--- src/rtl/serdes_pkg.sv ---
// serdes_pkg -- constants and types shared by the LVDS link serializers and
// deserializers.
//
// Build option:
//   SERDES_PARITY_EN -- when defined, each lane appends an even-parity bit
//                       after its payload. The bit counter then ends at 33
//                       instead of 32. Both ends of the link must agree on
//                       this setting.
//
// No ports (package).
package serdes_pkg;

  localparam int   CTRL_W    = 5;
  localparam int   DATA_W    = 32;
  localparam int   FRAME_W   = CTRL_W + DATA_W;  // 37
  localparam logic START_BIT = 1'b1;

`ifdef SERDES_PARITY_EN
  localparam bit         PARITY_EN = 1'b1;
  localparam logic [5:0] BIT_TERM  = 6'd33;  // last counter value in SEND
`else
  localparam bit         PARITY_EN = 1'b0;
  localparam logic [5:0] BIT_TERM  = 6'd32;
`endif

  typedef enum logic [1:0] {
    IDLE = 2'd0,
    SEND = 2'd1,
    GAP  = 2'd2
  } state_t;

endpackage

--- src/rtl/mas_frame_serializer_if.sv ---
// mas_frame_serializer_if -- word handshake and serial-lane bundle of the
// master transmit stage.
//
// Signals:
//   data_i   [36:0] word to send ([4:0] lane 0, [36:5] lane 1)
//   valid_i         data_i is valid
//   ready_o         serializer idle, accepts a word this edge
//   serial_o [1:0]  lane outputs ([0] control field, [1] data field)
//   busy_o          frame in flight (SEND or GAP)
//
// Modports:
//   master -- the word producer (drives data_i/valid_i)
//   slave  -- the serializer
interface mas_frame_serializer_if;

  logic [serdes_pkg::FRAME_W-1:0] data_i;
  logic                           valid_i;
  logic                           ready_o;
  logic [1:0]                     serial_o;
  logic                           busy_o;

  modport master (
    output data_i,
    output valid_i,
    input  ready_o,
    input  serial_o,
    input  busy_o
  );

  modport slave (
    input  data_i,
    input  valid_i,
    output ready_o,
    output serial_o,
    output busy_o
  );

endinterface

--- src/rtl/mas_frame_serializer_lane.sv ---
// serializer_lane -- one serial lane of the frame serializer.
//
// Emits a frame of: start bit, W payload bits LSB-first, then (when
// SERDES_PARITY_EN is defined) one even-parity bit, then holds low until
// cleared. The top level sequences all lanes in lock-step with load/shift/
// clear strobes, so a narrow lane simply idles low while a wider one is
// still sending.
//
// Ports:
//   clk      in  clock
//   reset    in  asynchronous active-high reset
//   load     in  capture payload, drive the start bit
//   payload  in  W-bit field to send
//   shift    in  advance to the next bit of the frame
//   clear    in  end of frame, force the line low
//   serial   out registered lane output
module serializer_lane
  import serdes_pkg::*;
#(
  parameter int W = 5
) (
  input  logic         clk,
  input  logic         reset,
  input  logic         load,
  input  logic [W-1:0] payload,
  input  logic         shift,
  input  logic         clear,
  output logic         serial
);

  localparam int            CW  = $clog2(W + 1);
  localparam logic [CW-1:0] LEN = CW'(W);

  logic [W-1:0]  shift_reg;
  logic [CW-1:0] left_reg;      // payload bits still to be sent
  logic          par_reg;       // running XOR of bits already sent
  logic          par_pend_reg;  // parity bit still owed for this frame
  logic          serial_reg;

  always_ff @(posedge clk or posedge reset) begin
    if (reset) begin
      shift_reg    <= '0;
      left_reg     <= '0;
      par_reg      <= 1'b0;
      par_pend_reg <= 1'b0;
      serial_reg   <= 1'b0;
    end else if (load) begin
      shift_reg    <= payload;
      left_reg     <= LEN;
      par_reg      <= 1'b0;
      par_pend_reg <= PARITY_EN;
      serial_reg   <= START_BIT;
    end else if (clear) begin
      left_reg     <= '0;
      par_pend_reg <= 1'b0;
      serial_reg   <= 1'b0;
    end else if (shift) begin
      if (left_reg != '0) begin
        serial_reg <= shift_reg[0];
        par_reg    <= par_reg ^ shift_reg[0];
        shift_reg  <= shift_reg >> 1;
        left_reg   <= left_reg - CW'(1);
      end else if (par_pend_reg) begin
        // XOR of the payload is exactly the even-parity bit.
        serial_reg   <= par_reg;
        par_pend_reg <= 1'b0;
      end else begin
        serial_reg <= 1'b0;
      end
    end
  end

  assign serial = serial_reg;

endmodule

--- src/rtl/mas_frame_serializer.sv ---
// mas_frame_serializer -- master transmit stage of the two-lane LVDS link.
//
// Accepts one 37-bit word per valid/ready handshake and sends it as two
// lock-step serial frames: lane 0 carries word[4:0], lane 1 carries
// word[36:5]. Each frame is a start bit, payload LSB-first, optional parity
// (SERDES_PARITY_EN), followed by a one-cycle GAP so every lane shows at
// least two low cycles before the next start bit.
//
// Ports:
//   clk    in  clock, rising edge
//   reset  in  asynchronous active-high reset (aborts a frame in flight)
//   bus    slave modport of mas_frame_serializer_if
//            data_i/valid_i in, ready_o/serial_o/busy_o out (all registered)
module mas_frame_serializer
  import serdes_pkg::*;
(
  input  logic                  clk,
  input  logic                  reset,
  mas_frame_serializer_if.slave bus
);

  state_t     state_reg;
  logic [5:0] cnt_reg;    // bit index k within the frame, 0 = start bit
  logic       ready_reg;
  logic       busy_reg;

  logic       accept;
  logic       lane_shift;
  logic       lane_clear;
  logic [1:0] lane_serial;

  // Lane strobes decode the registered state; the lanes register their own
  // outputs, so serial_o stays a flop output.
  always_comb begin
    accept     = (state_reg == IDLE) && bus.valid_i && ready_reg;
    lane_shift = (state_reg == SEND) && (cnt_reg != BIT_TERM);
    lane_clear = (state_reg == SEND) && (cnt_reg == BIT_TERM);
  end

  always_ff @(posedge clk or posedge reset) begin
    if (reset) begin
      state_reg <= IDLE;
      cnt_reg   <= '0;
      ready_reg <= 1'b0;
      busy_reg  <= 1'b0;
    end else begin
      case (state_reg)
        IDLE: begin
          if (accept) begin
            state_reg <= SEND;
            cnt_reg   <= '0;
            ready_reg <= 1'b0;
            busy_reg  <= 1'b1;
          end else begin
            ready_reg <= 1'b1;
          end
        end
        SEND: begin
          if (cnt_reg == BIT_TERM) begin
            state_reg <= GAP;
          end else begin
            cnt_reg <= cnt_reg + 6'd1;
          end
        end
        GAP: begin
          state_reg <= IDLE;
          ready_reg <= 1'b1;
          busy_reg  <= 1'b0;
        end
        default: begin
          state_reg <= IDLE;
          ready_reg <= 1'b0;
          busy_reg  <= 1'b0;
        end
      endcase
    end
  end

  serializer_lane #(.W(CTRL_W)) u_lane_ctrl (
    .clk     (clk),
    .reset   (reset),
    .load    (accept),
    .payload (bus.data_i[CTRL_W-1:0]),
    .shift   (lane_shift),
    .clear   (lane_clear),
    .serial  (lane_serial[0])
  );

  serializer_lane #(.W(DATA_W)) u_lane_data (
    .clk     (clk),
    .reset   (reset),
    .load    (accept),
    .payload (bus.data_i[FRAME_W-1:CTRL_W]),
    .shift   (lane_shift),
    .clear   (lane_clear),
    .serial  (lane_serial[1])
  );

  assign bus.serial_o = lane_serial;
  assign bus.ready_o  = ready_reg;
  assign bus.busy_o   = busy_reg;

endmodule
--- src/flat_wrapper.sv ---
// flat-port wrapper written by rule: the top's interface ports become plain ports
module mas_frame_serializer_flat import serdes_pkg::*;
  (clk, reset, bus_data_i, bus_valid_i, bus_ready_o, bus_serial_o, bus_busy_o);
  mas_frame_serializer_if bus_i ();
  input  logic clk;
  input  logic reset;
  input wire logic [$bits(bus_i.data_i)-1:0] bus_data_i;
  input wire logic [$bits(bus_i.valid_i)-1:0] bus_valid_i;
  output wire logic [$bits(bus_i.ready_o)-1:0] bus_ready_o;
  output wire logic [$bits(bus_i.serial_o)-1:0] bus_serial_o;
  output wire logic [$bits(bus_i.busy_o)-1:0] bus_busy_o;
  assign bus_i.data_i = bus_data_i;
  assign bus_i.valid_i = bus_valid_i;
  assign bus_ready_o = bus_i.ready_o;
  assign bus_serial_o = bus_i.serial_o;
  assign bus_busy_o = bus_i.busy_o;
  mas_frame_serializer u_core (.clk(clk), .reset(reset), .bus(bus_i));
endmodule
--- config.mk ---
export PLATFORM = sky130hd
export DESIGN_NAME = mas_frame_serializer_flat
export DESIGN_NICKNAME = d
export VERILOG_FILES = /design/src/rtl/serdes_pkg.sv /design/src/rtl/mas_frame_serializer_if.sv /design/src/rtl/mas_frame_serializer_lane.sv /design/src/rtl/mas_frame_serializer.sv /design/src/flat_wrapper.sv
export SDC_FILE = /design/constraint.sdc
export NUM_CORES = 1
export LEC_CHECK = 0
export ABC_AREA = 1
export BUFFER_PORTS_ARGS = -buffer_cell sky130_fd_sc_hd__buf_2
export CAP_MARGIN = 15
export CORE_MARGIN = 2
export CORE_UTILIZATION = 57
export CTS_CLUSTER_DIAMETER = 40
export DETAILED_ROUTE_END_ITERATION = 10
export PLACE_DENSITY = 0.89
export SYNTH_ARGS = -nofsm -noshare
export SYNTH_HDL_FRONTEND = slang
export SYNTH_SLANG_ARGS = --single-unit
--- constraint.sdc ---
create_clock -name clk -period 1.9 [get_ports clk]
set_input_delay 0.19 -clock clk [delete_from_list [all_inputs] [get_ports clk]]
set_output_delay 0.19 -clock clk [all_outputs]
set_load 0.02 [all_outputs]
* Word level (Yosys, flattened, before mapping)
Cells that the tools add are included.
** Word-level totals
- Register bits after elaboration :: 62
- Input port bits :: 40
- Output and inout port bits :: 4
- Logic and storage cells :: 105
** Cells by class
- Add/sub/neg operators :: 3
- Eq/ne operators :: 10
- Muxes and demuxes :: 52
- Bitwise operators :: 3
- Reduce and logical (&&, ||, !) cells :: 23
** Operators with widths (number)
- $mux 32 :: 4
- $mux 6 :: 6
- $mux 1 :: 28
- $mux 5 :: 4
- $mux 3 :: 4
- $pmux 6 s2 :: 1
- $reduce_and 2->1 :: 6
- $reduce_bool 3->1 :: 4
- $reduce_and 3->1 :: 3
- $reduce_bool 2->1 :: 4
- $add 6x1->6 const B :: 1
- $eq 6x6->1 const B :: 1
- $ne 3x1->1 const B :: 2
- $ne 6x6->1 const B :: 1
- $reduce_bool 6->1 :: 1
- $sub 6x1->6 const B :: 1
- $logic_and 1x1->1 :: 4
- $mux 2 :: 2
- $ne 2x1->1 const B :: 2
- $ne 2x2->1 const B :: 2
- $pmux 2 s2 :: 1
- $pmux 1 s3 :: 1
- $sub 3x1->3 const B :: 1
- $eq 2x1->1 const B :: 1
- other kinds (5) :: 6

* Depth between registers and ports, before layout
Gate-level depths: netlist (run 1).
- Word-level depth :: 5
- Mapped depth :: 11

* Cells and area by module
Synthesis (run 1) repeated with hierarchy kept, for this count alone.
** Second synthesis, totals
- Cells, all modules :: 431
- Area total of the unflattened synthesis :: 3229.3 µm²
** Modules (own cells, without submodules)
- serializer_lane (u_core.u_lane_data) :: times used 1, cells an instance 301, area each 2177.1 µm², seq. area each 975.9 µm²
- mas_frame_serializer :: times used 1, cells an instance 63, area each 544.3 µm², seq. area each 250.2 µm²
- serializer_lane (u_core.u_lane_ctrl) :: times used 1, cells an instance 67, area each 508.0 µm², seq. area each 225.2 µm²

* Worst setup path before layout (run 1)
OpenSTA, ideal clock, no wires.
- Path type :: register to register
- Start :: register u_core.cnt_reg[0]
- End :: register u_core.u_lane_data.shift_reg[0]
- Setup time :: 0.117 ns
- Arrival time :: 1.271 ns
- Required time :: 1.783 ns
- Path slack :: 0.511 ns
- Cell stages (with the launch flop) :: 11
- Cells stage by stage :: dfrtp_1 inv_1 ha_1 nand2_1 inv_1 nand3_2 nand2_4 nand2_4 buf_2 nand3_1 nand2_1
** On the way
- Word-level cells in the longest chain between the ends :: 4
- Elaborated cells between the ends (all ways) :: 7
- Classes of those cells :: eq/ne: 3; reduce/logical: 4
** RTL lines
- from (decl) :: line mas_frame_serializer.sv:23 : logic [5:0] cnt_reg;
- from (signal assigned) :: line mas_frame_serializer.sv:62 : cnt_reg <= cnt_reg + 6'd1;
- $eq 6x6->1 or $ne 6x6->1 (tied branches) :: line mas_frame_serializer.sv:37, mas_frame_serializer.sv:36
- $logic_and 1x1->1 (on tied branches) :: line mas_frame_serializer.sv:37, mas_frame_serializer.sv:36
- $ne 2x1->1 (no line) or $reduce_bool 2->1 (tied branches)
- $reduce_and 3->1 (no line) *
- to (signal assigned) :: line mas_frame_serializer_lane.sv:48 : shift_reg <= payload;
- to (signal assigned) :: line mas_frame_serializer_lane.sv:61 : shift_reg <= shift_reg >> 1;
- to (decl) :: line mas_frame_serializer_lane.sv:34 : logic [W-1:0] shift_reg;
Every way passes the cells marked *; elsewhere a longest branch is shown, timed or not.
A chain may end at the register's enable or synchronous reset.

* Worst setup path after layout (run 1)
- Start :: register u_core.cnt_reg[0]
- End :: register u_core.u_lane_data.shift_reg[24]
The elaborated chain is that of the path after synthesis.

==> qor.yml, run 1 <==
hpwl_um: 4378
port_buffers: 43
die_h_um: 78.47
wirelength_um: 6512
synth_area_mm2: 0.003161
drtAntennaViolNets: 0
clk_latency_ns: 0.34
clock_skew_ns: 0.006027
wl_per_cell_um: 12.06
holdPathEnd: "u_core.u_lane_ctrl.shift_reg[4]"
period_share_pct: 90.20
setup_slack_ns: 0.1862
peakVddDrop_v: 0.0008303
synth-async-reset-ratio_pct: 100.0
vias: 2779
rsz0062_at_grt: "no"
die-area_mm2: 0.006157
multi_input_area_mm2: 0.001433
drv_cap: 0
ff_latch_area_mm2: 0.001451
worst-setup-path-type: "reg -> reg"
grt_pass1_vias: 2682
num-fill-cells: 445
synthTopCellsByCount: "nand2_1, dfrtp_1, nand3_1"
die_width_um: 78.47
place.gp.congestion: 0.8457
std_cell_rows: 27
outcome: "finished clean"
rrSetupSlack_ns: 0.19
numCtsBuffers: 9
largest_reg_flops: 32
htree_levels: 3
clkSlewWorstSetupHoldPaths_ns: 0.07
ys_seq_area_share_pct: 45.92
max_stage_delay_ns: 0.37
synth_edf_count: 0
ys_ff_latch: 58
yosysTopAreaCellShare_pct: 45.92
instances_no_fill: 540
initial_core_util_pct: 58.11
synth_fp_nets: 468
yosysMostFrequentCell: "nand2_1"
path_max_fanout: 41
synth_ff_type: "dfrtp_1"
clock-sinks: 58
p_per_area_mw_per_mm2: 1626
placed_cells: 523
synthDistinctLibCells: 26
grt_pass1_wl_um: 11450
grt-ovfl-total: 0
cts_tree: "yes"
cp-start-kind: "flop"
worst_slew_pin_slew_ns: 0.4413
setup-tns-final_ns: 0
yosys.area.top_type: "dfrtp_1"
grt_usage_pct: 23.54
hold_viol_final: 0
netlist_instances: 422
dpl_worst_slack_ns: 0.1942
min_delay_path_depth: 3
grt_max_degree: 42
syn_to_final_growth_pct: 14.53
hold_path.class: "in -> reg"
max_freq_ghz: 0.5835
synth_area_leaders: "dfrtp_1, nand2_1, nand3_1, inv_1, buf_6"
drive_gt1_share_pct: 17.31
startpoint: "u_core.cnt_reg[0]"
antenna_found_initial: 0
r2r_start: "u_core.cnt_reg[0]"
hold_start: "bus_data_i[4]"
yosysWarnings: 0
cp-end-kind: "flop"
clockBufferDepth: 2
cts-root-buf: "clkbuf_8"
cp_top_family: "simple AND/OR/NAND/NOR gates"
crit_buf_inv: 3
diodes: 0
whs_ns: 0.05055
path_cells: "inv_1 -> ha_1 -> nand2_1 -> inv_1 -> nand3_2 -> nand2_4 -> nand2_4 -> buf_4 -> nand3_1 -> nand2_1"
coreArea_mm2: 0.005439
min_period_ns: 1.714
nets: 509
maxSlewHeadroom_pct: 70.53
drc_errors: 0
dr.first_iter.drc_count: 171
setup_viol: 0
cts_resized: 0
viasPerCell: 5.146
rr_endpoint: "u_core.u_lane_data.shift_reg[24]"
required_ns: 2.18
ioPinCount: 44
crit_arrival_ns: 1.99
avgSynthCellArea_um2: 7.489
postLayoutCoreUtil_pct: 66.55
drv_slew: 0
r2r_cells: 10
leakagePower_nw: 2.080
critPathSlowestCell: "dfrtp_1"
dr.pass1.iters: 5
## worst max path at each step
| stage | endpoint | slack, ns | cells past startpoint |
|---|---|---|---|
| CTS | u_core.u_lane_data.shift_reg[24] | 0.18 | 10 |
| global route | u_core.u_lane_data.shift_reg[18] | 0.04 | 10 |
| global placement | u_core.u_lane_data.shift_reg[10] | 0.27 | 10 |
| finish | u_core.u_lane_data.shift_reg[24] | 0.19 | 10 |
| floorplan | u_core.bus.busy_o | 0.28 | 1 |
| detailed placement | u_core.u_lane_data.shift_reg[17] | 0.19 | 10 |
## per-layer routing
metal	part of all wire (%)	track usage [%]
met5	0	0
met4	1.9	9.825
met3	4.3	5.862
met2	50	40.60
met1	44	28.08
## cell type report
cell class	instances	share of cell area, %
well taps	72	2.489
clock inverters	4	2.005
clock buffers	12	4.563
flip-flops and latches	58	40.10
repair buffers	52	8.572
inverters	26	2.696
multi-input cells	316	39.58
## report_power, final
| part | switching (mW) | internal [mW] | leakage, nW |
|---|---|---|---|
| Sequential | 0.312 | 1.73 | 0.747 |
| Combinational | 1.61 | 0.893 | 1.21 |
| Clock | 0.493 | 0.843 | 0.119 |
## worst reg2reg max path, stage by stage, from the launching register on
cell and delay, ns:
dfrtp_1 0.37, inv_1 0.08, ha_1 0.22, nand2_1 0.07
inv_1 0.04, nand3_2 0.10, nand2_4 0.08, nand2_4 0.08
buf_4 0.37, nand3_1 0.17, nand2_1 0.08
## cells by family (layout without fill, tap and decap cells)
group / count (synthesis) / in the layout / share of synthesized area [%]
XOR/XNOR: 4 / 4 / 1.108
adder cells (fa/ha/maj): 6 / 6 / 2.375
AND/OR/NAND/NOR: 288 / 288 / 38.60
AO/OA/AOI/OAI: 18 / 18 / 3.246
flip-flops: 58 / 58 / 45.92
buffers and inverters: 48 / 94 / 8.749
## per-stage QoR
stage	cell area, µm²	total power [mW]
after detailed placement	3372	4.559
after global placement	3372	4.411
after floorplan	3161	4.145
after CTS	3620	5.912
final	3620	5.885
after global routing	3620	6.400
## layout by cell type, fill, tap and decap left out, types with 3 or more instances in the layout
master    instances
ha_1              6
nand2_4           3
o21ai_0           5
nor2_2            4
buf_2            43
dfrtp_1          58
buf_4             6
o21ai_1           7
nand3_1          52
inv_2             3
nand2_1         217
nor2_1            4
clkbuf_8         12
inv_1            23
xor2_1            4
## repair_timing
action / CTS / global route
hold buffers: 1 / 0
setup buffers: 0 / 0
hold endpoints to repair: 18 / 0
No activity file was read; power rests on OpenSTA's default activity.
==> run 2, diff against run 1 <==
--- a/config.mk
+++ b/config.mk
@@ -9,10 +9,10 @@
 export BUFFER_PORTS_ARGS = -buffer_cell sky130_fd_sc_hd__buf_2
 export CAP_MARGIN = 15
 export CORE_MARGIN = 2
-export CORE_UTILIZATION = 57
+export CORE_UTILIZATION = 52
 export CTS_CLUSTER_DIAMETER = 40
 export DETAILED_ROUTE_END_ITERATION = 10
-export PLACE_DENSITY = 0.89
+export PLACE_DENSITY = 0.88
 export SYNTH_ARGS = -nofsm -noshare
 export SYNTH_HDL_FRONTEND = slang
 export SYNTH_SLANG_ARGS = --single-unit
==> constraint.sdc (replaced) <==
create_clock -name clk -period 1.45 [get_ports clk]
set_input_delay 0.145 -clock clk [delete_from_list [all_inputs] [get_ports clk]]
set_output_delay 0.145 -clock clk [all_outputs]
set_load 0.02 [all_outputs]
==> run 2 against run 1 <==
Compared with the run above:
- the run now ends with negative setup slack left
- sequential share of layout area is 5.1 points lower
- power is 53% higher
- sequential cell count stayed put
- non-clock buffer count is 25 higher
- global-route usage is 1.4 points higher
- clock-buffer cell count is 2 lower
- via count is 13% higher
- wire length is 39% higher
- clock skew is 0.0039 ns higher
- combinational power is 98% higher
- final area is 15% higher
- critical endpoint is now u_core.u_lane_data.shift_reg[28]
- highest routed layer unchanged
==> qor.yml, run 2 (synthesized netlist as in run 1, its figures left out) <==
grt_pass1_wl_um: 12650  # +11%
swShare_pct: 45.29  # +4.2 points
ioPinCount: 44  # unchanged
max_stage_delay_ns: 0.45  # +0.08 ns
antenna_found_initial: 0  # unchanged
path_cells: "nor2_4 -> nand3_4 -> buf_4 -> nand2_1 -> nand2_1 -> nand3_2 -> nand2_1"
cts_tree: "yes"
grt_usage_pct: 24.95  # +1.4 points
place.gp.congestion: 0.8593  # +1.6%
cp-start-kind: "flop"
p_comb_share_pct: 55.2  # +13 points
path_max_fanout: 16  # -61%
total_power_mw: 8.995  # +53%
htree_levels: 3  # unchanged
instances_no_fill: 570  # +5.6%
worst_slew_pin_slew_ns: 0.4120  # -0.02933 ns
clock_skew_ns: 0.009962  # +0.003936 ns
grt_pass1_vias: 2789  # +4.0%
clk_latency_ns: 0.35  # about the same
setup_slack_ns: -0.07198  # -0.2581 ns
min_period_ns: 1.522  # -0.1919 ns
clockBufferDepth: 2  # unchanged
die_width_um: 81.96  # +4.5%
fin_area_mm2: 0.004146  # +15%
drtAntennaViolNets: 0  # unchanged
critPathSlowestCell: "dfrtp_2"
busiest_layer: "met2"
clock-sinks: 58  # unchanged
peakVddDrop_v: 0.0009165  # +10%
drc_errors: 0  # unchanged
largest_reg_flops: 32  # unchanged
wl_per_cell_um: 15.86  # +31%
final_common_cell: "nand2_1"
cp-end-kind: "flop"
seqPwrFrac_pct: 30.3  # -4.4 points
worst-setup-path-type: "reg -> reg"
drv_slew: 0  # unchanged
syn_to_final_growth_pct: 31.20
final_cell_mix: "nand2_1, dfrtp_1, buf_2, nand3_2, nand3_1"
cts-root-buf: "clkbuf_8"
nets: 537  # +5.5%
hold_viol_final: 0  # unchanged
setup_viol: 36  # +36
hold_path.class: "in -> reg"
critPathMostFrequentCell: "nand2_1"
numCtsBuffers: 9  # unchanged
use_met3_pct: 3.407  # -2.5 points
maxSlewHeadroom_pct: 72.32  # +1.8 points
max_freq_ghz: 0.6570  # +13%
dpl_worst_slack_ns: -0.1509  # -0.3451 ns
clkSlewWorstSetupHoldPaths_ns: 0.07  # about the same
dr.pass1.iters: 6  # +1
vias: 3146  # +13%
outcome: "finished, violations left"
num-fill-cells: 405  # -9.0%
crit_arrival_ns: 1.76  # -0.23 ns
internal-power_mw: 4.921  # +42%
required_ns: 1.69  # -0.49 ns
coreArea_mm2: 0.005886  # +8.2%
ff_latch_area_mm2: 0.001453  # about the same
viasPerCell: 5.519  # +7.2%
die_h_um: 81.96  # +4.5%
rsz0062_at_grt: "yes"
hpwl_um: 4837  # +10%
wirelength_um: 9039  # +39%
met1_usage_pct: 31.75  # +3.7 points
grt-ovfl-total: 0  # unchanged
period_share_pct: 105.0  # +15 points
setup-tns-final_ns: -1.339  # -1.339 ns
port_buffers: 43  # unchanged
placed_cells: 544  # +4.0%
drive_gt1_share_pct: 31.72  # +14 points
die-area_mm2: 0.006717  # +9.1%
diodes: 0  # unchanged
grt.met2_usage_pct: 42.03  # +1.4 points
placed_area_mm2: 0.003515  # +4.2%
grt_max_degree: 59  # +40%
power.share.clock_pct: 14.5  # -8.2 points
dr.first_iter.drc_count: 278  # +63%
leakagePower_nw: 2.269  # +9.1%
drv_cap: 0  # unchanged
p_sw_mw: 4.074  # +68%
multi_input_area_mm2: 0.001748  # +22%
std_cell_rows: 28  # +3.7%
violations: "negative setup slack"
initial_core_util_pct: 53.70  # -4.4 points
p_per_area_mw_per_mm2: 2169  # +33%
==> run 2: changes by cell type in the layout (fill, tap and decap cells not counted), sizes merged <==
cell and delta:
bufinv -2, buf +23, nand2 +2, nand3 +1, inv -1, clkinvlp +1, clkinv +3
==> run 2: repair_timing <==
action,CTS,global route
gates cloned,3,2
endpoints found under the hold margin,58,0
setup endpoints to repair,47,54
hold buffers,1,0
gates resized for setup,18,60
buffers inserted,2,3
pin swaps,4,48
==> run 2: stage by stage <==
stage	hold slack [ns]	utilization [%]
floorplan	0.2382	-
global placement	0.2438	59.72
detailed placement	0.2507	59.72
CTS	0.01672	64.94
global route	0.03009	70.45
finish	0.02434	70.45
==> run 2: area by class of cell <==
type | count | area share, %
clock inverter | 5 | 0.7544
inverter | 26 | 2.625
multi-input combinational | 319 | 42.15
sequential | 58 | 35.03
timing repair buffer | 77 | 13.85
tap | 75 | 2.263
clock buffer | 10 | 3.319
==> run 2: power groups by stage <==
stage	logic [mW]	registers [mW]	clock network [mW]
after global placement	3.48	2.63	0
final	4.97	2.73	1.30
after global routing	5.45	2.77	1.40
after detailed placement	3.68	2.66	0
after floorplan	2.80	2.63	0
after CTS	4.05	2.66	1.31
==> run 2: layer usage <==
metal / vias to the layer above / part of all wire, %
met3: 41 / 7.2
met5: - / 0
li1: 1463 / -
met4: 0 / 3.8
met2: 152 / 50
met1: 1490 / 39
==> run 2: worst paths after layout <==
path | start | to | slack (ns) | cells after the start
setup / recovery | u_core.state_reg[1] | u_core.u_lane_data.shift_reg[28] | -0.07 | 7
min in group asynchronous | reset | u_core.u_lane_data.shift_reg[14] | 0.40 | 4
setup reg to reg | u_core.state_reg[1] | u_core.u_lane_data.shift_reg[28] | -0.07 | 7
max in group asynchronous | reset | u_core.state_reg[1] | 0.76 | 4
hold / removal | bus_data_i[4] | u_core.u_lane_ctrl.shift_reg[4] | 0.02 | 3
hold reg to reg | u_core.u_lane_data.shift_reg[21] | u_core.u_lane_data.shift_reg[21] | 0.48 | 2
==> run 2: worst max-delay path: cells and delay by family, from the launching register on <==
family                 cells  cell delay (ns)
flip-flops                 1             0.45
AND/OR/NAND/NOR            6             0.72
buffers and inverters      1             0.25
==> run 3, diff against run 2 <==
--- a/config.mk
+++ b/config.mk
@@ -9,10 +9,13 @@
 export BUFFER_PORTS_ARGS = -buffer_cell sky130_fd_sc_hd__buf_2
 export CAP_MARGIN = 15
 export CORE_MARGIN = 2
-export CORE_UTILIZATION = 52
+export CORE_UTILIZATION = 54
+export CTS_BUF_LIST = sky130_fd_sc_hd__clkbuf_4 sky130_fd_sc_hd__clkbuf_8
 export CTS_CLUSTER_DIAMETER = 40
+export CTS_CLUSTER_SIZE = 28
 export DETAILED_ROUTE_END_ITERATION = 10
-export PLACE_DENSITY = 0.88
+export PLACE_DENSITY = 0.91
+export SETUP_SLACK_MARGIN = 0.3
 export SYNTH_ARGS = -nofsm -noshare
 export SYNTH_HDL_FRONTEND = slang
 export SYNTH_SLANG_ARGS = --single-unit
==> run 3 against run 2 <==
Compared with the run above:
- the run still ends with negative setup slack left
- largest cell class unchanged
- largest power group unchanged
- wire length rose by 0.30%
- critical endpoint is now u_core.u_lane_data.shift_reg[10]
- sequential power about the same
- utilization up 4.8 points
- fmax fell by 1.2%
- clock skew shrank 0.0053 ns
- register-to-register slack got worse by 0.02 ns
- highest routed layer unchanged
- sequential cell count did not move
- critical path depth is 1 higher
==> qor.yml, run 3 (synthesized netlist as in run 1, its figures left out) <==
drv_cap: 0  # unchanged
path_max_fanout: 31  # +15
die_width_um: 80.51  # -1.8%
whs_ns: 0.0004510  # -0.02389 ns
cp-start-kind: "flop"
grt_pass1_vias: 2991  # +7.2%
clkSlewWorstSetupHoldPaths_ns: 0.06  # about the same
wl_per_cell_um: 15.88  # +0.12%
largest_reg_flops: 32  # unchanged
final_common_cell: "nand2_1"
setup_viol: 36  # unchanged
place.gp.congestion: 0.7818  # -9.0%
r2r_start: "u_core.u_lane_data.left_reg[1]"
numCtsBuffers: 9  # unchanged
hpwl_um: 4719  # -2.4%
clock_skew_ns: 0.004614  # -0.005348 ns
rsz0062_at_grt: "yes"
initial_core_util_pct: 56.70  # +3.0 points
nets: 540  # +0.56%
dr.first_iter.drc_count: 288  # +3.6%
die-area_mm2: 0.006481  # -3.5%
peakVddDrop_v: 0.001352  # +48%
drc_errors: 0  # unchanged
ioPinCount: 44  # unchanged
maxSlewHeadroom_pct: 74.84  # +2.5 points
final_cell_mix: "nand2_1, dfrtp_1, nand3_1, buf_2, nand2_2"
clk_latency_ns: 0.35  # about the same
hold_path.class: "in -> reg"
total_power_mw: 9.323  # +3.6%
std_cell_rows: 27  # -3.6%
crit_arrival_ns: 1.77  # about the same
outcome: "finished, violations left"
worst-setup-path-type: "reg -> reg"
diodes: 0  # unchanged
cts_tree: "yes"
clockBufferDepth: 2  # unchanged
die_h_um: 80.51  # -1.8%
htree_levels: 3  # unchanged
holdPathEnd: "u_core.u_lane_data.shift_reg[31]"
min_delay_path_depth: 3  # unchanged
hold_viol_final: 0  # unchanged
grt_max_degree: 59  # unchanged
viasPerCell: 5.559  # +0.71%
grt-ovfl-total: 0  # unchanged
rr_endpoint: "u_core.u_lane_data.shift_reg[10]"
syn_to_final_growth_pct: 32.70
worst_slew_pin_slew_ns: 0.3745  # -0.03754 ns
antenna_found_initial: 0  # unchanged
cp-end-kind: "flop"
wirelength_um: 9066  # +0.30%
setup-tns-final_ns: -1.359  # -0.01938 ns
rrSetupSlack_ns: -0.09  # -0.02 ns
grt_usage_pct: 28.07  # +3.1 points
min_period_ns: 1.541  # +0.01870 ns
clock-sinks: 58  # unchanged
drive_gt1_share_pct: 31.06  # -0.66 points
max_freq_ghz: 0.6491  # -1.2%
leakagePower_nw: 2.313  # +1.9%
placed_cells: 538  # -1.1%
instances_no_fill: 571  # +0.18%
period_share_pct: 106.3  # +1.3 points
p_per_area_mw_per_mm2: 2223  # +2.5%
vias: 3174  # +0.89%
r2r_cells: 8  # +1
drtAntennaViolNets: 0  # unchanged
drv_slew: 0  # unchanged
port_buffers: 43  # unchanged
setup_slack_ns: -0.09068  # -0.01871 ns
hold_start: "bus_data_i[36]"
violations: "negative setup slack"
required_ns: 1.68  # about the same
cts-root-buf: "clkbuf_8"
dr.pass1.iters: 5  # -1
grt_pass1_wl_um: 13880  # +9.6%
dpl_worst_slack_ns: -0.03540  # +0.1155 ns
coreArea_mm2: 0.005574  # -5.3%
run 3: cell count changes in the layout (fill, tap and decap cells not counted), sizes merged:
cell and delta:
clkinv -1, nand3 -1, nand2 -1, clkinvlp -1, buf +4, clkbuf +4
run 3: area by class of cell:
class / count / area, µm²
Multi-Input combinational cell: 317 / 1638
Sequential cell: 58 / 1453
Fill cell: 339 / 1380
Timing Repair Buffer: 82 / 732.0
Clock buffer: 13 / 160.2
Inverter: 26 / 106.4
Tap cell: 72 / 90.09
Clock inverter: 3 / 15.01
run 3: per-stage QoR:
step / cell area, µm² / utilization [%]
final: 4194 / 75.24
after global routing: 4194 / 75.24
after CTS: 3986 / 71.52
after detailed placement: 3553 / 63.75
after global placement: 3553 / 63.75
after floorplan: 3198 / -
run 3: worst max-delay path by stage:
stage / start / end / slack [ns] / cells past startpoint
4_1_cts: u_core.cnt_reg[1] / u_core.u_lane_data.shift_reg[12] / 0.02 / 10
3_3_place_gp: u_core.u_lane_data.left_reg[1] / u_core.u_lane_data.left_reg[5] / 0.03 / 9
2_1_floorplan: u_core.cnt_reg[0] / u_core.u_lane_ctrl.shift_reg[2] / 0.08 / 10
5_1_grt: u_core.u_lane_data.left_reg[1] / u_core.u_lane_data.shift_reg[10] / -0.14 / 8
3_5_place_dp: u_core.u_lane_data.left_reg[1] / u_core.u_lane_data.left_reg[5] / -0.04 / 9
6_report: u_core.u_lane_data.left_reg[1] / u_core.u_lane_data.shift_reg[10] / -0.09 / 8
run 3: where the power goes:
part           switching [mW]  internal [mW]  total (mW)
clock network           0.634          0.715        1.35
logic                    3.00           2.25        5.25
registers               0.448           2.27        2.72
total                    4.09           5.24        9.32
run 3: layer usage:
metal  up-vias  GRT usage [%]  wire, µm
met2       180          44.50      4512
met5         -              0         0
met4         0          14.75       423
met1      1478          35.23      3431
li1       1465              -         -
met3        51          7.191       698
run 3: repair_timing:
action | CTS | global route
resized for setup | 36 | 32
hold endpoints to repair | 58 | 0
pin swaps | 9 | 14
cloned | 3 | 3
buffers inserted | 7 | 3
hold buffers | 1 | 0
endpoints found under the setup margin | 58 | 58
run 3: worst max-delay path, cell delays in order, from the launching register on:
cell	delay [ns]
dfrtp_1	0.40
inv_2	0.07
ha_1	0.16
nand2_2	0.09
nor2_4	0.20
nand2_4	0.12
buf_12	0.19
nand3_1	0.11
nand2_1	0.08
